File: src/rtl/alu_ctrl_fsm_pkg.sv
// Shared definitions for the multicycle controller and the ALU it drives.
// Holds ALU operation codes, opcode/funct constants and state encodings.
package alu_ctrl_fsm_pkg;

  typedef enum logic [3:0] {
    ALU_ADD  = 4'b0000,
    ALU_SUB  = 4'b0001,
    ALU_SLT  = 4'b0010,
    ALU_SLTU = 4'b0011,
    ALU_AND  = 4'b0100,
    ALU_OR   = 4'b0101,
    ALU_XOR  = 4'b0110,
    ALU_NOR  = 4'b0111,
    ALU_SLL  = 4'b1000,
    ALU_SRL  = 4'b1001,
    ALU_SRA  = 4'b1010
  } alu_op_e;

  typedef enum logic [3:0] {
    S_FETCH    = 4'd0,
    S_DECODE   = 4'd1,
    S_MEMADR   = 4'd2,
    S_MEMRD    = 4'd3,
    S_MEMWB    = 4'd4,
    S_MEMWR    = 4'd5,
    S_RTYPE_EX = 4'd6,
    S_ALU_WB   = 4'd7,
    S_BRANCH   = 4'd8,
    S_JUMP     = 4'd9,
    S_IMM_EX   = 4'd10,
    S_IMM_WB   = 4'd11,
    S_ILLEGAL  = 4'd12
  } state_e;

  // Opcodes (instruction[31:26])
  localparam logic [5:0] OP_RTYPE = 6'b000000;
  localparam logic [5:0] OP_J     = 6'b000010;
  localparam logic [5:0] OP_BEQ   = 6'b000100;
  localparam logic [5:0] OP_ADDI  = 6'b001000;
  localparam logic [5:0] OP_ANDI  = 6'b001100;
  localparam logic [5:0] OP_ORI   = 6'b001101;
  localparam logic [5:0] OP_XORI  = 6'b001110;
  localparam logic [5:0] OP_LW    = 6'b100011;
  localparam logic [5:0] OP_SW    = 6'b101011;

  // R-type function codes (instruction[5:0])
  localparam logic [5:0] FN_SLL  = 6'b000000;
  localparam logic [5:0] FN_SRL  = 6'b000010;
  localparam logic [5:0] FN_SRA  = 6'b000011;
  localparam logic [5:0] FN_ADD  = 6'b100000;
  localparam logic [5:0] FN_SUB  = 6'b100010;
  localparam logic [5:0] FN_AND  = 6'b100100;
  localparam logic [5:0] FN_OR   = 6'b100101;
  localparam logic [5:0] FN_XOR  = 6'b100110;
  localparam logic [5:0] FN_NOR  = 6'b100111;
  localparam logic [5:0] FN_SLT  = 6'b101010;
  localparam logic [5:0] FN_SLTU = 6'b101011;

endpackage

File: src/rtl/alu_funct_dec.sv
// R-type funct decoder: maps funct to an ALU operation and flags
// unknown funct codes. Purely combinational.
module alu_funct_dec
  import alu_ctrl_fsm_pkg::*;
(
  input  logic [5:0] funct,
  output logic [3:0] alu_op,
  output logic       illegal
);

  // Table lookup; unknown codes fall back to ADD and raise illegal.
  always_comb begin
    alu_op  = ALU_ADD;
    illegal = 1'b0;
    case (funct)
      FN_ADD:  alu_op = ALU_ADD;
      FN_SUB:  alu_op = ALU_SUB;
      FN_AND:  alu_op = ALU_AND;
      FN_OR:   alu_op = ALU_OR;
      FN_XOR:  alu_op = ALU_XOR;
      FN_NOR:  alu_op = ALU_NOR;
      FN_SLT:  alu_op = ALU_SLT;
      FN_SLTU: alu_op = ALU_SLTU;
      FN_SLL:  alu_op = ALU_SLL;
      FN_SRL:  alu_op = ALU_SRL;
      FN_SRA:  alu_op = ALU_SRA;
      default: illegal = 1'b1;
    endcase
  end

endmodule

File: src/rtl/alu_ctrl_fsm.sv
// Multicycle MIPS-style control FSM. Outputs are decoded from the
// registered state; only alu_op/illegal in RTYPE_EX also look at funct.
// Optional feature macro: ALU_IMM_LOGIC_EN (andi/ori/xori with zero-extended
// immediates). When undefined those opcodes are illegal and imm_zext is 0.
module alu_ctrl_fsm
  import alu_ctrl_fsm_pkg::*;
(
  input  logic       clk,
  input  logic       reset,
  input  logic [5:0] opcode,
  input  logic [5:0] funct,
  output logic       pc_write,
  output logic       pc_write_cond,
  output logic       iord,
  output logic       mem_read,
  output logic       mem_write,
  output logic       ir_write,
  output logic       reg_write,
  output logic       reg_dst,
  output logic       mem_to_reg,
  output logic       alu_src_a,
  output logic [1:0] alu_src_b,
  output logic [1:0] pc_src,
  output logic [3:0] alu_op,
  output logic       imm_zext,
  output logic       illegal,
  output logic [3:0] state
);

  state_e     state_q, state_d;
  logic [3:0] fn_alu_op;
  logic       fn_illegal;

`ifdef ALU_IMM_LOGIC_EN
  // ALU op and extension mode for IMM_EX, captured in DECODE so the
  // IMM_EX outputs depend on registered state only.
  logic [3:0] imm_op_q, imm_op_d;
  logic       imm_zext_q, imm_zext_d;
`endif

  alu_funct_dec u_funct_dec (
    .funct   (funct),
    .alu_op  (fn_alu_op),
    .illegal (fn_illegal)
  );

  // Next-state selection from the current state and the held instruction fields.
  always_comb begin
    state_d = S_FETCH;
`ifdef ALU_IMM_LOGIC_EN
    imm_op_d   = imm_op_q;
    imm_zext_d = imm_zext_q;
`endif
    case (state_q)
      S_FETCH:  state_d = S_DECODE;
      S_DECODE: begin
        case (opcode)
          OP_LW, OP_SW: state_d = S_MEMADR;
          OP_RTYPE:     state_d = S_RTYPE_EX;
          OP_BEQ:       state_d = S_BRANCH;
          OP_J:         state_d = S_JUMP;
          OP_ADDI: begin
            state_d = S_IMM_EX;
`ifdef ALU_IMM_LOGIC_EN
            imm_op_d   = ALU_ADD;
            imm_zext_d = 1'b0;
`endif
          end
`ifdef ALU_IMM_LOGIC_EN
          OP_ANDI: begin
            state_d    = S_IMM_EX;
            imm_op_d   = ALU_AND;
            imm_zext_d = 1'b1;
          end
          OP_ORI: begin
            state_d    = S_IMM_EX;
            imm_op_d   = ALU_OR;
            imm_zext_d = 1'b1;
          end
          OP_XORI: begin
            state_d    = S_IMM_EX;
            imm_op_d   = ALU_XOR;
            imm_zext_d = 1'b1;
          end
`endif
          default:      state_d = S_ILLEGAL;
        endcase
      end
      S_MEMADR:   state_d = (opcode == OP_LW) ? S_MEMRD : S_MEMWR;
      S_MEMRD:    state_d = S_MEMWB;
      S_RTYPE_EX: state_d = fn_illegal ? S_FETCH : S_ALU_WB;
      S_IMM_EX:   state_d = S_IMM_WB;
      // Final states of each instruction and unreachable codes return to FETCH.
      default:    state_d = S_FETCH;
    endcase
  end

  // State register; reset aborts any instruction back to FETCH.
  always_ff @(posedge clk) begin
    if (reset) begin
      state_q <= S_FETCH;
    end else begin
      state_q <= state_d;
    end
`ifdef ALU_IMM_LOGIC_EN
    imm_op_q   <= imm_op_d;
    imm_zext_q <= imm_zext_d;
`endif
  end

  // Moore output decode; everything is held inactive while reset is asserted.
  always_comb begin
    pc_write      = 1'b0;
    pc_write_cond = 1'b0;
    iord          = 1'b0;
    mem_read      = 1'b0;
    mem_write     = 1'b0;
    ir_write      = 1'b0;
    reg_write     = 1'b0;
    reg_dst       = 1'b0;
    mem_to_reg    = 1'b0;
    alu_src_a     = 1'b0;
    alu_src_b     = 2'b00;
    pc_src        = 2'b00;
    alu_op        = ALU_ADD;
    imm_zext      = 1'b0;
    illegal       = 1'b0;
    if (!reset) begin
      case (state_q)
        S_FETCH: begin
          mem_read  = 1'b1;
          ir_write  = 1'b1;
          alu_src_b = 2'b01;
          pc_write  = 1'b1;
        end
        S_DECODE:   alu_src_b = 2'b11;
        S_MEMADR: begin
          alu_src_a = 1'b1;
          alu_src_b = 2'b10;
        end
        S_MEMRD: begin
          iord     = 1'b1;
          mem_read = 1'b1;
        end
        S_MEMWB: begin
          reg_write  = 1'b1;
          mem_to_reg = 1'b1;
        end
        S_MEMWR: begin
          iord      = 1'b1;
          mem_write = 1'b1;
        end
        S_RTYPE_EX: begin
          alu_src_a = 1'b1;
          alu_op    = fn_alu_op;
          illegal   = fn_illegal;
        end
        S_ALU_WB: begin
          reg_write = 1'b1;
          reg_dst   = 1'b1;
        end
        S_BRANCH: begin
          alu_src_a     = 1'b1;
          alu_op        = ALU_SUB;
          pc_src        = 2'b01;
          pc_write_cond = 1'b1;
        end
        S_JUMP: begin
          pc_src   = 2'b10;
          pc_write = 1'b1;
        end
        S_IMM_EX: begin
          alu_src_a = 1'b1;
          alu_src_b = 2'b10;
`ifdef ALU_IMM_LOGIC_EN
          alu_op    = imm_op_q;
          imm_zext  = imm_zext_q;
`endif
        end
        S_IMM_WB:  reg_write = 1'b1;
        S_ILLEGAL: illegal = 1'b1;
        default: ;
      endcase
    end
  end

  assign state = state_q;

endmodule

File: config.mk
export PLATFORM = sky130hd
export DESIGN_NAME = alu_ctrl_fsm
export DESIGN_NICKNAME = d
export VERILOG_FILES = /design/src/rtl/alu_ctrl_fsm_pkg.sv /design/src/rtl/alu_funct_dec.sv /design/src/rtl/alu_ctrl_fsm.sv
export SDC_FILE = /design/constraint.sdc
export NUM_CORES = 1
export LEC_CHECK = 0
export CORE_UTILIZATION = 39
export DETAILED_ROUTE_END_ITERATION = 10
export PLACE_DENSITY = 0.84
export RECOVER_POWER = 100
export SLEW_MARGIN = 15
export SYNTH_ARGS = -nofsm -noshare
export SYNTH_HDL_FRONTEND = slang
export SYNTH_SLANG_ARGS = --single-unit
File: constraint.sdc
create_clock -name clk -period 3.3 [get_ports clk]
set_input_delay 0.66 -clock clk [delete_from_list [all_inputs] [get_ports clk]]
set_output_delay 0.66 -clock clk [all_outputs]
set_load 0.01 [all_outputs]
Word level (Yosys, flattened, before mapping)
Index checks and enable logic that the tools add are counted.

storage, ports and cells
  flip-flop bits (word level) = 4
  latch bits = 0
  memory bits (writable) = 0
  ROM bits = 0
  bits of input ports = 14
  output and inout port bits = 24
  word-level logic and storage cells = 73
  memories kept = 0

cells by class
  add/sub/neg operators = 0
  multipliers = 0
  div/mod/pow operators = 0
  $lt $le $gt $ge = 0
  equality and inequality tests = 27
  shift operators = 0
  mux-type cells = 34
  bitwise operators = 0
  reductions and logical operators = 11

operators by type and width
  operator              count
  $eq A6 B6 Y1 const B  10
  $pmux W4 S10          1
  $pmux W4 S6           1
  $mux W1               22
  $eq A4 B4 Y1 const B  5
  $pmux W4 S5           1
  $eq A6 B2 Y1 const B  3
  $eq A4 B3 Y1 const B  4
  $logic_not A6 Y1      2
  $reduce_or A11 Y1     1
  $reduce_or A2 Y1      5
  $eq A4 B2 Y1 const B  2
  $pmux W4 S2           1
  $eq A6 B3 Y1 const B  1
  $eq A6 B4 Y1 const B  1
  $mux W3               2
  $pmux W2 S3           1
  $eq A4 B1 Y1 const B  1
  $logic_not A4 Y1      1
  $mux W2               2
  $mux W4               1
  $pmux W2 S2           1
  $reduce_or A4 Y1      1
  $reduce_or A3 Y1      1
  $pmux W1 S2           1

Depth between registers and ports, before layout
Gate-level depths: netlist (run 1).

  depth after elaboration = 5
  mapped depth = 5

By module
From an unflattened synthesis (run 1), not the netlist that was laid out.

unflattened totals
  cells, all modules = 102
  area total of the unflattened synthesis = 679.4 µm²

by module, submodules not included
  module         times used  cells an instance  area an instance (µm²)
  alu_ctrl_fsm   1           83                 550.5
  alu_funct_dec  1           19                 128.9

Least setup slack after synthesis (run 1)
No wires, ideal clock.

  path kind = input -> output
  start = in funct[3]
  end = out illegal
  data arrival time = 1606 ps
  slack = 1034 ps
  cell stages on the path = 5
  buffers on the path = 1
  cells stage by stage = clkbuf_2 -> nand2b_1 -> a311o_1 -> a21oi_1 -> o211a_1

between the ends
  cells in the longest elaborated chain, start to end = 5
  elaborated cells on any way between the ends = 15
  classes of those cells = eq/ne: 10; mux: 3; reduce/logical: 2

ends and longest elaborated chain
  element                                     RTL line             source
  from (decl)                                 alu_ctrl_fsm.sv:11   input logic [5:0] funct,
  $eq A6 B6 Y1, or another cell as far along  alu_funct_dec.sv:15  case (funct)
  $reduce_or A11 Y1 (no line) (*)             --
  $mux W1 (*)                                 alu_funct_dec.sv:15
  $pmux W1 S2 (*)                             alu_ctrl_fsm.sv:129  case (state_q)
  $mux W1 (*)                                 alu_ctrl_fsm.sv:128  if (!reset) begin
  to (decl)                                   alu_ctrl_fsm.sv:26   output logic illegal,

Mark *: on every way between the ends. The rest lies on a longest branch, timed or not.

Final worst setup path (run 1)
Ends and elaborated chain as after synthesis.

==> results.toml, run 1 <==
[status]
status = "complete, no violations"

[synth]
synth_area_leaders = "dfxtp_1, nand2b_1, nor2_1"
synth_compound_area_share_pct = 24.8
synth_top_area_share_pct = 12.8
ys.flop_type = "dfxtp_1"
synth_area_sq_um = 626
muxShareOfSynthArea_pct = 0
yosysWarnings = 0
syn_inst = 93
synth_fa_ha_area_share_pct = 1.60
synthArstFlopShare_pct = 0
synthSimpleGateAreaFrac_pct = 48.8
synth_seq_cells = 4
ys_seq_area_share_pct = 12.8
syn_nets = 107
synth_top_family_by_area = "simple AND/OR/NAND/NOR gates"
synth_edf_count = 0
syn_avg_cell_area_sq_um = 6.73
synth_xor_area_share_pct = 4.20
yosys.cell_types.count = 42
synth_top_area_cell = "dfxtp_1"

[critical_path]
worstSetupEndpointType = "output pin"
start_kind = "input pin"
critPathArrivalTime_ps = 2490
crit_buf_inv = 2
worst_path_most_repeated_cell = "clkdlybuf4s50_1"
path_class = "input pin to output pin"
cp_slowest_cell = "clkdlybuf4s50_1"
crit_required_ps = 2640
worstPathMaxFanout = 4
critPathMaxStageDelay_ps = 530
path_cells = "clkdlybuf4s50_1 > nand2b_1 > a311o_1 > a21oi_2 > o211a_1 > clkdlybuf4s50_1"
startpoint = "funct[3]"
reg2reg_from = "state[1]$_SDFF_PP0_"
critPathTopFamily = "buffers and inverters"

[routing]
wl_per_cell_um = 13.4
routed_via_density = 5.83
drc_errors = 0
antenna_left = 0
drt_wl_total_um = 1910
dr.pass1.iters = 4
dr_total_vias = 834
drtIter0Drc = 12

[power]
powerDensity_mw_per_mm2 = 250
clockPowerShare_pct = 24.2
switching_share_pct = 36.9
power_frac_seq_pct = 25.5
p_leak_uw = 0.000424
irDropWorstVdd_uv = 191
p_int_uw = 160
combPwrFrac_pct = 50.3
switching_power_uw = 93.8

[grt]
antenna_found_initial = 0
grt_busiest_layer = "met2"
first_global_vias = 735
grt_use_met1_pct = 30.1
overflow = 0
grt_pass1_wl_um = 3280
grt.total_usage_pct = 23.1
grtUsageMet2_pct = 40.0
grt_use_met3_pct = 3.45
grt_max_degree = 16

[sta]
finClkSkew_ps = 0.174
fin_tns_setup_ps = 0
fmax_ghz = 0.317
finalMaxSlewViolations = 0
worst_slack_ps = 146
setup-violations-final = 0
finalHoldViolCount = 0
period_minus_slack_ps = 3150
fin_crit_sh_pct = 95.6
rsz0062_at_grt = "false"

[floorplan]
die-area_sq_mm = 0.00177
coreArea_sq_mm = 0.00151
pin_count = 38
start_util_pct = 41.5
dieWidth_um = 42.1
rows = 14
die_h_um = 42.1

[clock_tree]
cts_root_buf = "clkbuf_4"
htreeDepth = 1
cts_num_sinks = 4
cts_tree = "yes"
cts_hold_buf = 0
clk_pin_slew_ps = 40
clockBufferDepth = 2
cts_buffers = 3
clk_latency_ps = 230

[flow_run]
drv_cap = 0

[finish]
largest_reg_flops = 4
layout.cells.most_common = "dlygate4sd3_1"
final_cells = 143
fin_nets = 143
n_antenna_cell = 0
area_growth_pct = 62.4
drive_gt1_share_pct = 7.09
fillCellCount = 137
layout_common_cells = "dlygate4sd3_1, clkdlybuf4s50_1, nor2_1, nand2b_1, nor3_1"
regArea_sq_um = 80.1
multi_input_area_sq_um = 504

[placement]
dp_cells = 140
place_hpwl_um = 1490
gp_congestion = 0.899
dp_worst_setup_slack_ps = 47.0
io_buffer_count = 36

[worst_hold_path]
min_from = "state[2]$_SDFF_PP0_"
hold_path_class = "register to register"
## worst paths after layout
check / cells past startpoint / end / slack, ps
setup / recovery: 6 / illegal / 150
hold / removal: 2 / state[3]$_SDFF_PP0_ / 630
setup reg to reg: 4 / state[1]$_SDFF_PP0_ / 1740
hold reg to reg: 2 / state[3]$_SDFF_PP0_ / 630
## cells by family after synthesis
kind of cell    count (synthesis)
buf+inv                         9
fa+ha+maj                       1
other cells                     1
xor+xnor                        3
simple gates                   53
flops                           4
compound gates                 22
## metrics by stage
stage	area (sq um)	hold WS, ps	utilization [%]	power [uW]
after floorplan	626	671	-	132
after global placement	987	621	65.5	199
after detailed placement	987	624	65.5	201
after CTS	1010	630	67.0	264
after global routing	1020	672	67.4	274
final	1020	628	67.4	254
## cell type report
class / count / share of cell area, %
well taps: 16 / 1.97
repair buffers: 39 / 37.9
inverters: 1 / 0.369
clock buffers: 3 / 2.22
flip-flops and latches: 4 / 7.88
multi-input cells: 80 / 49.6
## power groups by stage
stage	sequential (uW)	combinational, uW	clock [uW]
CTS	64.9	136	63.0
global placement	65.9	133	0
finish	64.9	128	61.5
floorplan	60.5	71.7	0
detailed placement	65.8	135	0
global route	66.8	140	67.7
## synth_stat cells, types with 2 or more instances
cell and n:
nor2_1 11, nand2b_1 7, nor3_1 7, nand3_1 5, nor2b_1 5, a21oi_1 4, dfxtp_1 4, clkbuf_1 3
o21ai_0 3, a22oi_1 2, and4b_1 2, buf_2 2, buf_4 2, nand2_1 2, nand4_1 2, nor4_1 2
nor4b_1 2, o211ai_1 2, or3_1 2, xor2_1 2
## metal layers
layer / vias to the layer above / share of wire (%)
li1: 417 / -
met1: 381 / 44
met2: 34 / 50
met3: 2 / 4.8
met4: 0 / 0.42
met5: - / 0
## tightest hold or removal path, stage by stage, from the launching register on
cell	delay, ps
dfxtp_1	310
buf_4	190
nor3_1	70
## repair_timing
item / in CTS / in global routing
setup endpoints to repair: 0 / 1
buffers inserted: 0 / 0
hold endpoints to repair: 0 / 0
gates resized for setup: 0 / 2
No activity file was read; power rests on OpenSTA's default activity.
==> run 2, diff against run 1 <==
--- a/config.mk
+++ b/config.mk
@@ -5,9 +5,11 @@
 export SDC_FILE = /design/constraint.sdc
 export NUM_CORES = 1
 export LEC_CHECK = 0
-export CORE_UTILIZATION = 39
+export CAP_MARGIN = 20
+export CORE_UTILIZATION = 40
+export CTS_BUF_LIST = sky130_fd_sc_hd__clkbuf_4
 export DETAILED_ROUTE_END_ITERATION = 10
-export PLACE_DENSITY = 0.84
+export PLACE_DENSITY = 0.85
 export RECOVER_POWER = 100
 export SLEW_MARGIN = 15
 export SYNTH_ARGS = -nofsm -noshare
==> run 2 against run 1 <==
Net effect:
- setup slack lost 20 ps
- clock skew grew 11 ps
- global-route usage grew 1.3 points
- count of clock-buffer cells in the layout is the same
- first-iteration DRC count grew 33%
- via count grew 2.3%
- combinational power shrank 5%
- fmax shrank 0.64%
- register-to-register slack lost 20 ps
- cell area shrank 1.8%
- die area shrank 2.4%
- critical path depth is the same
- critical path type unchanged
==> results.toml, run 2 (synthesized netlist as in run 1, its figures left out) <==
[status]
status = "complete, no violations"

[power]
combPwrFrac_pct = 47.8
finalPower_uw = 256
switching_share_pct = 37.9
p_int_uw = 159
clockPowerShare_pct = 25.0
power_frac_seq_pct = 27.3
p_leak_uw = 0.000410
powerDensity_mw_per_mm2 = 256
switching_power_uw = 97.0
irDropWorstVdd_uv = 197

[placement]
place_hpwl_um = 1540
gp_congestion = 0.863
io_buffer_count = 36
place_area_sq_um = 978

[grt]
grt_max_degree = 16
grt_use_met1_pct = 27.2
grt_busiest_layer = "met2"
grt_use_met3_pct = 3.48
overflow = 0
antenna_found_initial = 0
grt_pass1_wl_um = 3340
first_global_vias = 767
grtUsageMet2_pct = 44.4
grt.total_usage_pct = 24.4

[critical_path]
critPathTopFamily = "buffers and inverters"
path_class = "input pin to output pin"
critPathMaxStageDelay_ps = 530
path_cells = "clkdlybuf4s50_1 > nand2b_1 > a311o_1 > a21oi_1 > o211a_1 > clkdlybuf4s50_1"
worstSetupEndpointType = "output pin"
worst_path_most_repeated_cell = "clkdlybuf4s50_1"
cp_slowest_cell = "clkdlybuf4s50_1"
crit_buf_inv = 2
worstPathMaxFanout = 4
critPathArrivalTime_ps = 2510
crit_required_ps = 2640
start_kind = "input pin"
reg2reg_setup_slack_ps = 1720

[sta]
finalHoldViolCount = 0
period_minus_slack_ps = 3170
finalMaxSlewViolations = 0
finClkSkew_ps = 11.0
fin_crit_sh_pct = 96.2
fmax_ghz = 0.315
setup-violations-final = 0
fin_tns_setup_ps = 0
fin_hold_ws_ps = 697
rsz0062_at_grt = "false"

[flow_run]
drv_cap = 0

[routing]
dr.pass1.iters = 4
antenna_left = 0
wl_per_cell_um = 14.1
dr_total_vias = 853
drc_errors = 0
drtIter0Drc = 16
routed_via_density = 6.05
drt_wl_total_um = 1980

[clock_tree]
htreeDepth = 1
cts_buffers = 3
clk_latency_ps = 250
cts_root_buf = "clkbuf_4"
clk_pin_slew_ps = 40
clockBufferDepth = 2
cts_hold_buf = 0
cts_tree = "yes"
cts_num_sinks = 4

[finish]
layout_common_cells = "dlygate4sd3_1, clkdlybuf4s50_1, nor2_1, nand2b_1, nor3_1"
final_util_pct = 72.1
fillCellCount = 132
layout.cells.most_common = "dlygate4sd3_1"
drive_gt1_share_pct = 4.76
fin_nets = 142
n_antenna_cell = 0
largest_reg_flops = 4
area_growth_pct = 59.4
fin_area_sq_um = 997

[floorplan]
start_util_pct = 45.2
dieWidth_um = 41.5
die_h_um = 41.5
die-area_sq_mm = 0.00173
rows = 13
pin_count = 38
coreArea_sq_mm = 0.00138

[worst_hold_path]
hold_path_class = "register to register"
run 2: per-stage QoR:
step / worst slack [ps] / std cells
after global placement: 114 / 138
after detailed placement: 89.5 / 138
after global routing: 23.4 / 141
after floorplan: 1030 / 93
after CTS: 75.5 / 141
final: 126 / 141
run 2: timing repair:
action / in CTS / in global routing
endpoints found under the setup margin: 0 / 1
gates resized for setup: 0 / 1
buffers inserted: 0 / 0
run 2: routing by layer:
layer | up-vias | wire, um
li1 | 422 | -
met1 | 375 | 778
met2 | 48 | 1040
met3 | 8 | 137
met4 | 0 | 29
met5 | - | 0
run 2: worst paths after layout:
check	cells past startpoint	from	to
worst max register to register	4	state[1]$_SDFF_PP0_	state[1]$_SDFF_PP0_
worst min register to register	2	state[0]$_SDFF_PP0_	state[2]$_SDFF_PP0_
worst min-delay path	2	state[0]$_SDFF_PP0_	state[2]$_SDFF_PP0_
worst max-delay path	6	funct[3]	illegal
run 2: layout make-up:
type / count / area [sq um] / share of cell area, %
inverters: 1 / 3.75 / 0.376
clock buffers: 3 / 22.5 / 2.26
repair buffers: 38 / 372 / 37.3
well taps: 15 / 18.8 / 1.88
flip-flops and latches: 4 / 80.1 / 8.03
multi-input cells: 80 / 500 / 50.2
run 2: power by group through the flow:
stage | combinational [uW] | sequential [uW] | clock, uW
after floorplan | 71.7 | 60.5 | 0
after global placement | 127 | 69.4 | 0
after detailed placement | 129 | 70.0 | 0
after CTS | 130 | 69.3 | 64.4
after global routing | 134 | 71.7 | 67.9
final | 122 | 69.7 | 63.9
run 2: worst reg2reg max path: cells and delay by family (launching register included):
| kind | cells | cell delay [ps] |
|---|---|---|
| simple gates | 1 | 490 |
| compound gates | 3 | 440 |
| flops | 1 | 570 |
==> run 3, diff against run 2 <==
--- a/config.mk
+++ b/config.mk
@@ -7,8 +7,9 @@
 export LEC_CHECK = 0
 export CAP_MARGIN = 20
 export CORE_UTILIZATION = 40
-export CTS_BUF_LIST = sky130_fd_sc_hd__clkbuf_4
+export CTS_BUF_LIST = sky130_fd_sc_hd__clkbuf_8
 export DETAILED_ROUTE_END_ITERATION = 10
+export MAX_ROUTING_LAYER = met4
 export PLACE_DENSITY = 0.85
 export RECOVER_POWER = 100
 export SLEW_MARGIN = 15
==> run 3 against run 2 <==
Net effect:
- sequential cell count is the same
- highest routed layer unchanged
- fmax is essentially flat
- setup slack lost 1.2 ps
- cell count is the same
- die area is the same
- core utilization grew 1.4 points
==> results.toml, run 3 (synthesized netlist as in run 1, its figures left out) <==
[grt]
grt_max_degree = 16
grt.total_usage_pct = 24.5
first_global_vias = 745
antenna_found_initial = 0
grt_pass1_wl_um = 3240
overflow = 0

[finish]
final_util_pct = 73.5
layout_common_cells = "dlygate4sd3_1, clkdlybuf4s50_1, nor2_1, nand2b_1, nor3_1"
drive_gt1_share_pct = 4.76
fin_nets = 142
final_cells = 141
largest_reg_flops = 4
layout.cells.most_common = "dlygate4sd3_1"
n_antenna_cell = 0
area_growth_pct = 62.4

[sta]
finClkSkew_ps = 8.58
setup-violations-final = 0
fin_crit_sh_pct = 96.2
finalMaxSlewViolations = 0
period_minus_slack_ps = 3180
fmax_ghz = 0.315
finalHoldViolCount = 0
rsz0062_at_grt = "false"
fin_tns_setup_ps = 0

[routing]
routed_via_density = 6.12
drtIter0Drc = 19
wl_per_cell_um = 14.1
dr_total_vias = 863
wl_met2_um = 1030
drt_wl_total_um = 1990
wl_met1_um = 761
top_layer_used = "met4"
wl_met3_um = 164
dr.pass1.iters = 4
drc_errors = 0
antenna_left = 0

[clock_tree]
clockBufferDepth = 2
cts_root_buf = "clkbuf_8"
clk_latency_ps = 220
htreeDepth = 1
cts_tree = "yes"
clk_pin_slew_ps = 40
cts_buffers = 3
cts_num_sinks = 4

[floorplan]
dieWidth_um = 41.5
coreArea_sq_mm = 0.00138
rows = 13
start_util_pct = 45.2
pin_count = 38
die-area_sq_mm = 0.00173
die_h_um = 41.5

[power]
switching_power_uw = 102
combPwrFrac_pct = 41.0
p_int_uw = 196
powerDensity_mw_per_mm2 = 293
irDropWorstVdd_uv = 307
clockPowerShare_pct = 35.6
switching_share_pct = 34.2
power_frac_seq_pct = 23.4
finalPower_uw = 298
p_leak_uw = 0.000418

[critical_path]
critPathArrivalTime_ps = 2520
start_kind = "input pin"
worstSetupEndpointType = "output pin"
crit_required_ps = 2640
worstPathMaxFanout = 4
path_class = "input pin to output pin"

[worst_hold_path]
hold_path_class = "register to register"

[placement]
dp_cells = 138
gp_congestion = 0.877
io_buffer_count = 36
place_hpwl_um = 1540

[flow_run]
drv_cap = 0

[status]
status = "complete, no violations"
## run 3: cell counts in the layout (fill, tap and decap cells not counted)
No cell type changed its count.
## run 3: cell type report
type                       count  area, sq um
timing repair buffer          38          372
sequential                     4         80.1
tap                           15         18.8
fill                         129          367
clock buffer                   3         41.3
multi-input combinational     80          500
inverter                       1         3.75
## run 3: repair_timing
action,CTS,global route
buffers inserted,0,0
setup endpoints to repair,0,1
hold buffers,0,0
resized for setup,0,1
## run 3: metal layers
metal | vias up | GRT usage (%)
met3 | 7 | 4.78
met4 | 0 | 9.68
met2 | 54 | 43.4
met1 | 384 | 26.4
li1 | 418 | -
met5 | - | -
## run 3: power by group through the flow
| stage | Clock (uW) | Sequential, uW | Combinational [uW] |
|---|---|---|---|
| after global routing | 110 | 71.8 | 133 |
| after global placement | 0 | 69.4 | 127 |
| after floorplan | 0 | 60.5 | 71.7 |
| final | 106 | 69.7 | 122 |
| after CTS | 106 | 69.3 | 130 |
| after detailed placement | 0 | 70.0 | 129 |
## run 3: worst max-delay path, cell delays in order
cell and delay (ps):
clkdlybuf4s50_1 450, nand2b_1 180, a311o_1 360, a21oi_1 150, o211a_1 180, clkdlybuf4s50_1 530
## run 3: final timing paths
kind,startpoint,to,slack (ps),depth (start not counted)
setup / recovery,funct[3],illegal,120,6
hold / removal,state[0]$_SDFF_PP0_,state[2]$_SDFF_PP0_,690,2
setup reg to reg,state[1]$_SDFF_PP0_,state[1]$_SDFF_PP0_,1700,4
hold reg to reg,state[0]$_SDFF_PP0_,state[2]$_SDFF_PP0_,690,2
## run 3: metrics by stage
step           hold WS [ps]  worst slack, ps  area, sq um
2_1_floorplan           671             1030          626
3_3_place_gp            658              114          978
3_5_place_dp            670             89.5          978
4_1_cts                 683             75.6         1020
5_1_grt                 756             23.4         1020
6_report                689              125         1020
==> patch (flow settings as in run 1) <==
Make the reset (`reset`) asynchronous in one clocked block.
--- a/src/rtl/alu_ctrl_fsm.sv
+++ b/src/rtl/alu_ctrl_fsm.sv
@@ -97,5 +97,5 @@
 
   // State register; reset aborts any instruction back to FETCH.
-  always_ff @(posedge clk) begin
+  always_ff @(posedge clk or posedge reset) begin
     if (reset) begin
       state_q <= S_FETCH;
Check against the original RTL: differs if reset is asserted again (counterexample within 4 cycles, from zero or initial values and one cycle with reset high); with reset held inactive, the same outputs for 10 cycles.
==> patch against run 1 <==
Final area increased by 0.62%. Synthesized area increased by 3.8%. Wire length increased by 3.7%. First-iteration DRC count increased by 75%. Worst setup slack got worse by 0.049 ns. Fmax decreased by 1.5%. Largest cell class unchanged. Sequential cell count unchanged. Critical path depth unchanged.
Power is not compared: it rests on default switching activity, and its combinational part moved more than twofold at a synthesized area within 25%.
==> patch: results (changes against run 1) <==
| Metric | Value |
|---|---|
| Wl on met1 | 946 um (+12%) |
| Final WS setup | 0.0971 ns (-0.0492 ns) |
| Post-Syn Instances | 100 (+7.5%) |
| Final #Nets | 148 (+3.5%) |
| Clock skew | 0.00138 ns (+0.00121 ns) |
| Area delta synth->final | 57.4% |
| Compound-Gate Fraction of Synth Area | 24.1% (-0.72 points) |
| Placement Setup Slack | 0.110 ns (+0.0631 ns) |
| Post-synthesis xor/xnor area fraction | 5.39% (+1.2 points) |
| DR vias | 862 (+3.4%) |
| Status | completed |
| Largest net degree at the start of global routing | 15 (-1) |
| Dominant cells by area after synthesis | dfrtp_1 (15%), nor2_1 (9.2%), nand2b_1 (5.8%) |
| Share of layout cells above drive strength 1 | 6.06% (-1.0 points) |
| First-pass GRT wire length | 3.35 mm (+2.1%) |
| Global placement routability congestion | 0.905 (+0.65%) |
| Async S/R FF share, synth | 100% (+100 points) |
| Routing usage on met3 | 3.83% (+0.38 points) |
| Sink of the worst hold path | state[3]$_DFF_PP0_ |
| Vias per cell | 5.82 (-0.13%) |
| Initial detailed-routing violation count | 21 (+9) |
| Met3 wire length | 104 um (+13%) |
| Invs w/o clock | 4 (+3) |
| Sequential share of cell area | 9.79% (+1.9 points) |
| Worst hold stages | 1 (-1) |
| Top_reg_cell synth | dfrtp_1 |
| # fillers | 152 (+11%) |
| Post-Synth Adder-Cell Area | 0% (-1.6 points) |
| FF+latch count | 4 (unchanged) |
| Comb_multi_in | 84 (+5.0%) |
| Max layer used | met3 |
| Multi-input gate share of the layout cell area | 48.6% (-1.0 points) |
| Vias in the first global route | 765 (+4.1%) |
| GRT Overall Usage | 23.7% (+0.59 points) |
patch: cell count changes after synthesis, moves of 2 or more:
| cell | before | now |
|---|---|---|
| inv_1 | 1 | 4 |
| dfxtp_1 | 4 | 0 |
| a31oi_1 | 1 | 3 |
| nor2_1 | 11 | 16 |
| nor4b_1 | 2 | 0 |
| dfrtp_1 | 0 | 4 |
| nand3_1 | 5 | 7 |
| and4b_1 | 2 | 0 |
| o211ai_1 | 2 | 0 |
| a21oi_1 | 4 | 2 |
patch: timing repair:
| action | in CTS | in global routing |
|---|---|---|
| buffers inserted | 0 | 0 |
| setup endpoints to repair | 0 | 1 |
| resized for setup | 0 | 1 |
patch: through the flow:
| step | util [%] | power (uW) |
|---|---|---|
| after floorplan | - | 319 |
| after global placement | 65.4 | 479 |
| after detailed placement | 65.4 | 482 |
| after CTS | 66.9 | 544 |
| after global routing | 67.1 | 569 |
| final | 67.1 | 524 |
